**config.mk**
```make
export PLATFORM = sky130hd
export DESIGN_NAME = pipe_ctrl
export DESIGN_NICKNAME = d
export VERILOG_FILES = /design/src/rtl/pipe_pkg.sv /design/src/rtl/pipe_perf_cnt.sv /design/src/rtl/pipe_ctrl.sv
export SDC_FILE = /design/constraint.sdc
export NUM_CORES = 1
export LEC_CHECK = 0
export ABC_AREA = 1
export CAP_MARGIN = 30
export CELL_PAD_IN_SITES_DETAIL_PLACEMENT = 1
export CELL_PAD_IN_SITES_GLOBAL_PLACEMENT = 1
export CORE_ASPECT_RATIO = 1.1
export CORE_MARGIN = 5
export CORE_UTILIZATION = 25
export CTS_CLUSTER_SIZE = 28
export DETAILED_ROUTE_END_ITERATION = 8
export GPL_TIMING_DRIVEN = 0
export PLACE_DENSITY_LB_ADDON = 0.1
export SYNTH_ARGS = -nofsm -noshare
export SYNTH_HDL_FRONTEND = slang
export SYNTH_HIERARCHICAL = 1
export SYNTH_SLANG_ARGS = --single-unit
```
**constraint.sdc**
```tcl
create_clock -name clk -period 1.71 [get_ports clk]
set_input_delay 0.342 -clock clk [delete_from_list [all_inputs] [get_ports clk]]
set_output_delay 0.342 -clock clk [all_outputs]
set_load 0.1 [all_outputs]
```
**src/rtl/pipe_pkg.sv**
```systemverilog
// Shared constants and types for the pipeline control slice.
package pipe_pkg;

  localparam int unsigned PC_INC           = 4;
  localparam logic [31:0] RESET_PC_DEFAULT = 32'h0000_0000;

  // Source of the next fetch PC, in decreasing priority order.
  typedef enum logic [1:0] {
    PC_SEL_REDIR = 2'd0,
    PC_SEL_HOLD  = 2'd1,
    PC_SEL_PRED  = 2'd2,
    PC_SEL_SEQ   = 2'd3
  } pc_sel_e;

endpackage

```
**src/rtl/pipe_perf_cnt.sv**
```systemverilog
// Free-running pipeline performance counters (cycles, stalls, flushes, retires).
// All counters wrap at 2^32 and clear on synchronous active-low reset.
module pipe_perf_cnt (
  input  logic        clk,
  input  logic        rstn,
  input  logic        stall,
  input  logic        flush,
  input  logic        retire,
  output logic [31:0] cyc_cnt,
  output logic [31:0] stall_cnt,
  output logic [31:0] flush_cnt,
  output logic [31:0] retire_cnt
);

  // Count events; a stall coincident with a flush is not a stall.
  always_ff @(posedge clk) begin
    if (!rstn) begin
      cyc_cnt    <= '0;
      stall_cnt  <= '0;
      flush_cnt  <= '0;
      retire_cnt <= '0;
    end else begin
      cyc_cnt <= cyc_cnt + 32'd1;
      if (stall && !flush) stall_cnt <= stall_cnt + 32'd1;
      if (flush)           flush_cnt <= flush_cnt + 32'd1;
      if (retire)          retire_cnt <= retire_cnt + 32'd1;
    end
  end

endmodule

```
**src/rtl/pipe_ctrl.sv**
```systemverilog
// Fetch PC and stage-valid control for a 5-stage pipeline.
// Priority for the next PC: flush (redirect) > stall (hold) > predict > sequential.
// Optional feature: define PIPE_PERF_CNT_EN to add the performance counter ports.
module pipe_ctrl
  import pipe_pkg::*;
#(
  parameter int unsigned           DATA_WIDTH = 32,
  parameter logic [DATA_WIDTH-1:0] RESET_PC   = DATA_WIDTH'(RESET_PC_DEFAULT)
) (
  input  logic                  clk,
  input  logic                  rstn,
  input  logic                  stall,
  input  logic                  flush,
  input  logic [DATA_WIDTH-1:0] redirect_pc,
  input  logic                  pred_taken,
  input  logic [DATA_WIDTH-1:0] pred_target,
  output logic [DATA_WIDTH-1:0] pc,
  output logic                  if_id_we,
  output logic                  id_ex_bubble,
  output logic                  if_id_valid,
  output logic                  id_ex_valid,
  output logic                  ex_mem_valid,
  output logic                  mem_wb_valid
`ifdef PIPE_PERF_CNT_EN
  ,
  output logic [31:0]           cyc_cnt,
  output logic [31:0]           stall_cnt,
  output logic [31:0]           flush_cnt,
  output logic [31:0]           retire_cnt
`endif
);

  pc_sel_e pc_sel;

  // Resolve the next-PC source; flush overrides stall, both override prediction.
  always_comb begin
    pc_sel = PC_SEL_SEQ;
    if (flush)           pc_sel = PC_SEL_REDIR;
    else if (stall)      pc_sel = PC_SEL_HOLD;
    else if (pred_taken) pc_sel = PC_SEL_PRED;
  end

  assign if_id_we     = !stall | flush;
  assign id_ex_bubble = stall | flush;

  // Fetch PC and stage-valid pipeline; reset discards any pending stall/flush.
  always_ff @(posedge clk) begin
    if (!rstn) begin
      pc           <= RESET_PC;
      if_id_valid  <= 1'b0;
      id_ex_valid  <= 1'b0;
      ex_mem_valid <= 1'b0;
      mem_wb_valid <= 1'b0;
    end else begin
      unique case (pc_sel)
        PC_SEL_REDIR: pc <= redirect_pc;
        PC_SEL_HOLD:  pc <= pc;
        PC_SEL_PRED:  pc <= pred_target;
        default:      pc <= pc + DATA_WIDTH'(PC_INC);
      endcase
      if (flush)      if_id_valid <= 1'b0;
      else if (!stall) if_id_valid <= 1'b1;
      id_ex_valid  <= (flush || stall) ? 1'b0 : if_id_valid;
      ex_mem_valid <= flush ? 1'b0 : id_ex_valid;
      // The instruction in MEM that triggered the flush still retires.
      mem_wb_valid <= ex_mem_valid;
    end
  end

`ifdef PIPE_PERF_CNT_EN
  pipe_perf_cnt u_perf (
    .clk        (clk),
    .rstn       (rstn),
    .stall      (stall),
    .flush      (flush),
    .retire     (mem_wb_valid),
    .cyc_cnt    (cyc_cnt),
    .stall_cnt  (stall_cnt),
    .flush_cnt  (flush_cnt),
    .retire_cnt (retire_cnt)
  );
`else
  // Counters are not built in this configuration.
`endif

endmodule

```
==> summary.md <==
| Metric | Value |
|---|---|
| Root Buffer | clkbuf_16 |
| GRT Resource Usage Total | 17.8% |
| Via count | 3358 |
| Critical R2R Launch | pc[2]$_SDFFE_PN0P_ |
| P_leak | 0.00173 uW |
| DR iter-0 viols | 96 |
| Die span in x | 109 um |
| RSZ-0062 raised after global routing | yes |
| TritonRoute pass-1 iters | 4 |
| Crit-path slowest cell | dlygate4sd2_1 |
| Vias per std cell | 4.66 |
| Hold WC Path Type | in -> reg |
| Max Clk Rate | 0.602 GHz |
| Fin. Hold Viols | 0 |
| Hold path cells | 2 |
| CTS tree | yes |
| HPWL Detailed | 8970 um |
| Vias in the first global route | 3587 |
| Cell count after synthesis | 460 |
| Total routed wirelength | 11400 um |
| Max Slew Vio Count | 0 |
| Cells along the critical path | dlygate4sd2_1 -> clkinv_4 -> nand2_4 -> buf_8 -> buf_8 -> buf_12 |
| Unique masters post-synth | 33 |
| Row count | 39 |
| Hold Slack | 373 ps |
| Port Buf Inserts | 106 |
| Boundary Pins | 107 |
| Number of nets in the layout | 647 |
| Synth Area per Inst | 5.87 sq um |
| Residual DRC | 0 |
| First-pass GRT wire length | 18400 um |
| Core area | 10500 sq um |
| Crit path largest cell delay | 280 ps |
| Yosys warning total | 6 |
| Multi-input logic area | 1660 sq um |
| Min-Delay Endpoint | id_ex_valid$_SDFF_PP0_ |
| Period utilization | 97.2% |
| Post-cts hold buffer count | 0 |
| Initial core utilization | 25.7% |
| Fillcell total | 1383 |
| Layout cell share with drive strength beyond 1 | 18.9% |
| Initial antenna violation count | 0 |
| Mux contribution to synthesized area | 0% |
| Simple-gate share of the synthesized area | 39.7% |
| Worst-path fanout max | 10 |
| FF/Latch Area | 764 sq um |
| Max cap viols | 0 |
| Total CTS buffers | 5 |
| Worst min-delay path startpoint | stall |
| Reg-to-Reg End | pc[28]$_SDFFE_PN0P_ |
| Mapped Nets | 530 |
| Clock transition at path regs | 60 ps |
| Ant diodes | 0 |
| Sequential-to-total area share from yosys stat | 26.7% |
| Worst vdd ir | 0.000384 V |
| XOR/XNOR Fraction of Synth Area | 2.27% |
| Layout area overhead | 58.1% |
| Clk buf depth | 2 |
| Startpoint types | input pin |
| Grt total ovfl | 0 |
| Most frequent CP cell | buf_8 |
| Worst Path Arrival | 1320 ps |
| Clock Skew | 5.41 ps |
| Synthesized flop and latch total | 36 |
| Least-Margin Pin Slew | 605 ps |
| Drt wl/cell | 15.8 um |
| Post-synthesis compound-gate area fraction | 18.7% |
| Worst rel slew slack | 59.7% |
| Setup Viol. Count Final | 0 |
| Post-Syn Area | 2700 sq um |
| Status | finished clean |
| Post-layout util | 40.7% |
| Main combinational cell family by area after synthesis | simple AND/OR/NAND/NOR gates |
| Critical Path Sink Type | primary output |
| CTS sink cnt | 36 |
| Skew-Pair Late Insertion Delay | 280 ps |
| Routed Antenna Nets | 0 |
| FF-to-FF setup slack | 100 ps |
| Clock H-tree levels | 2 |
| Critical setup path kind | in -> out |
| Synth Area in Adders | 0.464% |
| Cell Pwr Density | 731 nW/um^2 |
| Die ar. | 13000 sq um |
| Worst Path Required | 1370 ps |
| Routability cong. | 0.837 |
| DIE HEIGHT | 119 um |
| Worst Reg-to-Reg Cells | 10 |
| Largest net degree at the start of global routing | 12 |
| Fin crit period | 1660 ps |
-- power breakdown --
group          switching (uW)  internal (uW)
sequential               96.9            917
combinational             797            387
clock                     384            537
-- how the worst max path moves through the flow --
stage	slack, ps	endpoint	cells past startpoint	start
6_report	50	if_id_we	6	flush
5_1_grt	-40	pc[28]$_SDFFE_PN0P_	10	pc[2]$_SDFFE_PN0P_
4_1_cts	20	if_id_we	5	stall
3_5_place_dp	-1830	if_id_we	5	stall
3_3_place_gp	-1860	if_id_we	6	flush
2_1_floorplan	9	pc[17]$_SDFFE_PN0P_	9	pc[10]$_SDFFE_PN0P_
-- state kept, by name, summed over array words and instances, names as in the netlist --
name / count
ex_mem_valid: 1
pc: 32
mem_wb_valid: 1
if_id_valid: 1
id_ex_valid: 1
-- Yosys cell counts --
master	number	area, sq um
a21o_1	1	7.51
a21oi_1	24	120
a22oi_1	2	15.0
a31oi_1	1	6.26
a41oi_1	1	8.76
and2_1	1	6.26
buf_2	10	50.1
buf_4	1	7.51
clkbuf_1	5	18.8
clkinv_1	1	3.75
dfxtp_1	36	721
ha_1	1	12.5
inv_1	64	240
inv_2	2	7.51
nand2_1	139	522
nand2_2	5	31.3
nand3_1	42	210
nand3b_1	2	15.0
nand4_1	2	12.5
nor2_1	42	158
nor2_2	3	18.8
nor2_4	6	67.6
nor3_1	1	5.00
o211ai_1	1	7.51
o21ai_0	29	145
o21bai_1	17	128
o221ai_1	2	17.5
o22ai_1	8	50.1
or2_0	1	6.26
or2_1	2	12.5
or2_2	1	6.26
xnor2_1	1	8.76
xor2_1	6	52.6
-- metal layers --
metal | part of all wire (%) | global-route usage [%] | vias to the layer above
met5 | 0 | 0 | -
met4 | 1.0 | 3.47 | 0
met3 | 5.9 | 4.33 | 8
met2 | 49 | 31.4 | 80
met1 | 44 | 21.7 | 1573
li1 | - | - | 1697
-- layout by cell type, fill, tap and decap left out, types with 2 or more instances in the layout --
| master | count |
|---|---|
| dfxtp_4 | 3 |
| clkbuf_16 | 5 |
| nand3b_1 | 2 |
| nand2_2 | 4 |
| inv_1 | 64 |
| or2_1 | 2 |
| nand3_1 | 42 |
| nand4_1 | 2 |
| xor2_1 | 6 |
| clkbuf_4 | 3 |
| dfxtp_2 | 26 |
| o21ai_0 | 29 |
| a22oi_1 | 2 |
| o221ai_1 | 2 |
| nor2_2 | 3 |
| nor2_1 | 42 |
| o22ai_1 | 8 |
| nand2_4 | 2 |
| clkdlybuf4s50_1 | 66 |
| buf_8 | 2 |
| buf_4 | 6 |
| buf_12 | 2 |
| buf_2 | 3 |
| clkdlybuf4s15_2 | 36 |
| clkbuf_2 | 2 |
| o21bai_1 | 17 |
| clkbuf_1 | 5 |
| dfxtp_1 | 7 |
| a21oi_1 | 24 |
| nor2_4 | 6 |
| nand2_1 | 138 |
-- final cells by class --
| type | count | share of cell area, % |
|---|---|---|
| Sequential cell | 36 | 17.9 |
| Clock buffer | 6 | 3.02 |
| Multi-Input combinational cell | 341 | 39.0 |
| Buffer | 16 | 2.67 |
| Inverter | 67 | 6.04 |
| Clock inverter | 2 | 0.264 |
| Timing Repair Buffer | 110 | 26.9 |
| Tap cell | 143 | 4.19 |
-- per-stage QoR --
step / total power (uW) / TNS, ps / cell area, sq um / cells / worst slack [ps]
floorplan: 1790 / 0 / 2740 / 460 / 8.95
global placement: 2200 / -25080 / 3980 / 709 / -1860
detailed placement: 2210 / -25650 / 3980 / 709 / -1830
CTS: 3150 / 0 / 4240 / 719 / 15.6
global route: 3270 / -121 / 4270 / 721 / -39.2
finish: 3120 / 0 / 4270 / 721 / 48.6
-- worst max-delay path: cells and delay by family --
family	cells	cell delay (ps)
AND/OR/NAND/NOR	1	100
buffers and inverters	5	860
-- logic make-up after synthesis --
kind of cell	after synthesis
AOI/OAI and AO/OA	86
xor gates and xnor gates	7
adders and majority gates	1
buffers and inverters	83
DFF	36
and+or+nand+nor	247
-- what timing repair did --
item	4_1_cts	5_1_grt
buffers inserted	2	2
setup endpoints to repair	68	23
pin swaps	1	1
hold endpoints to repair	0	0
gates resized for setup	142	7
Power figures use the tool's default switching activity.
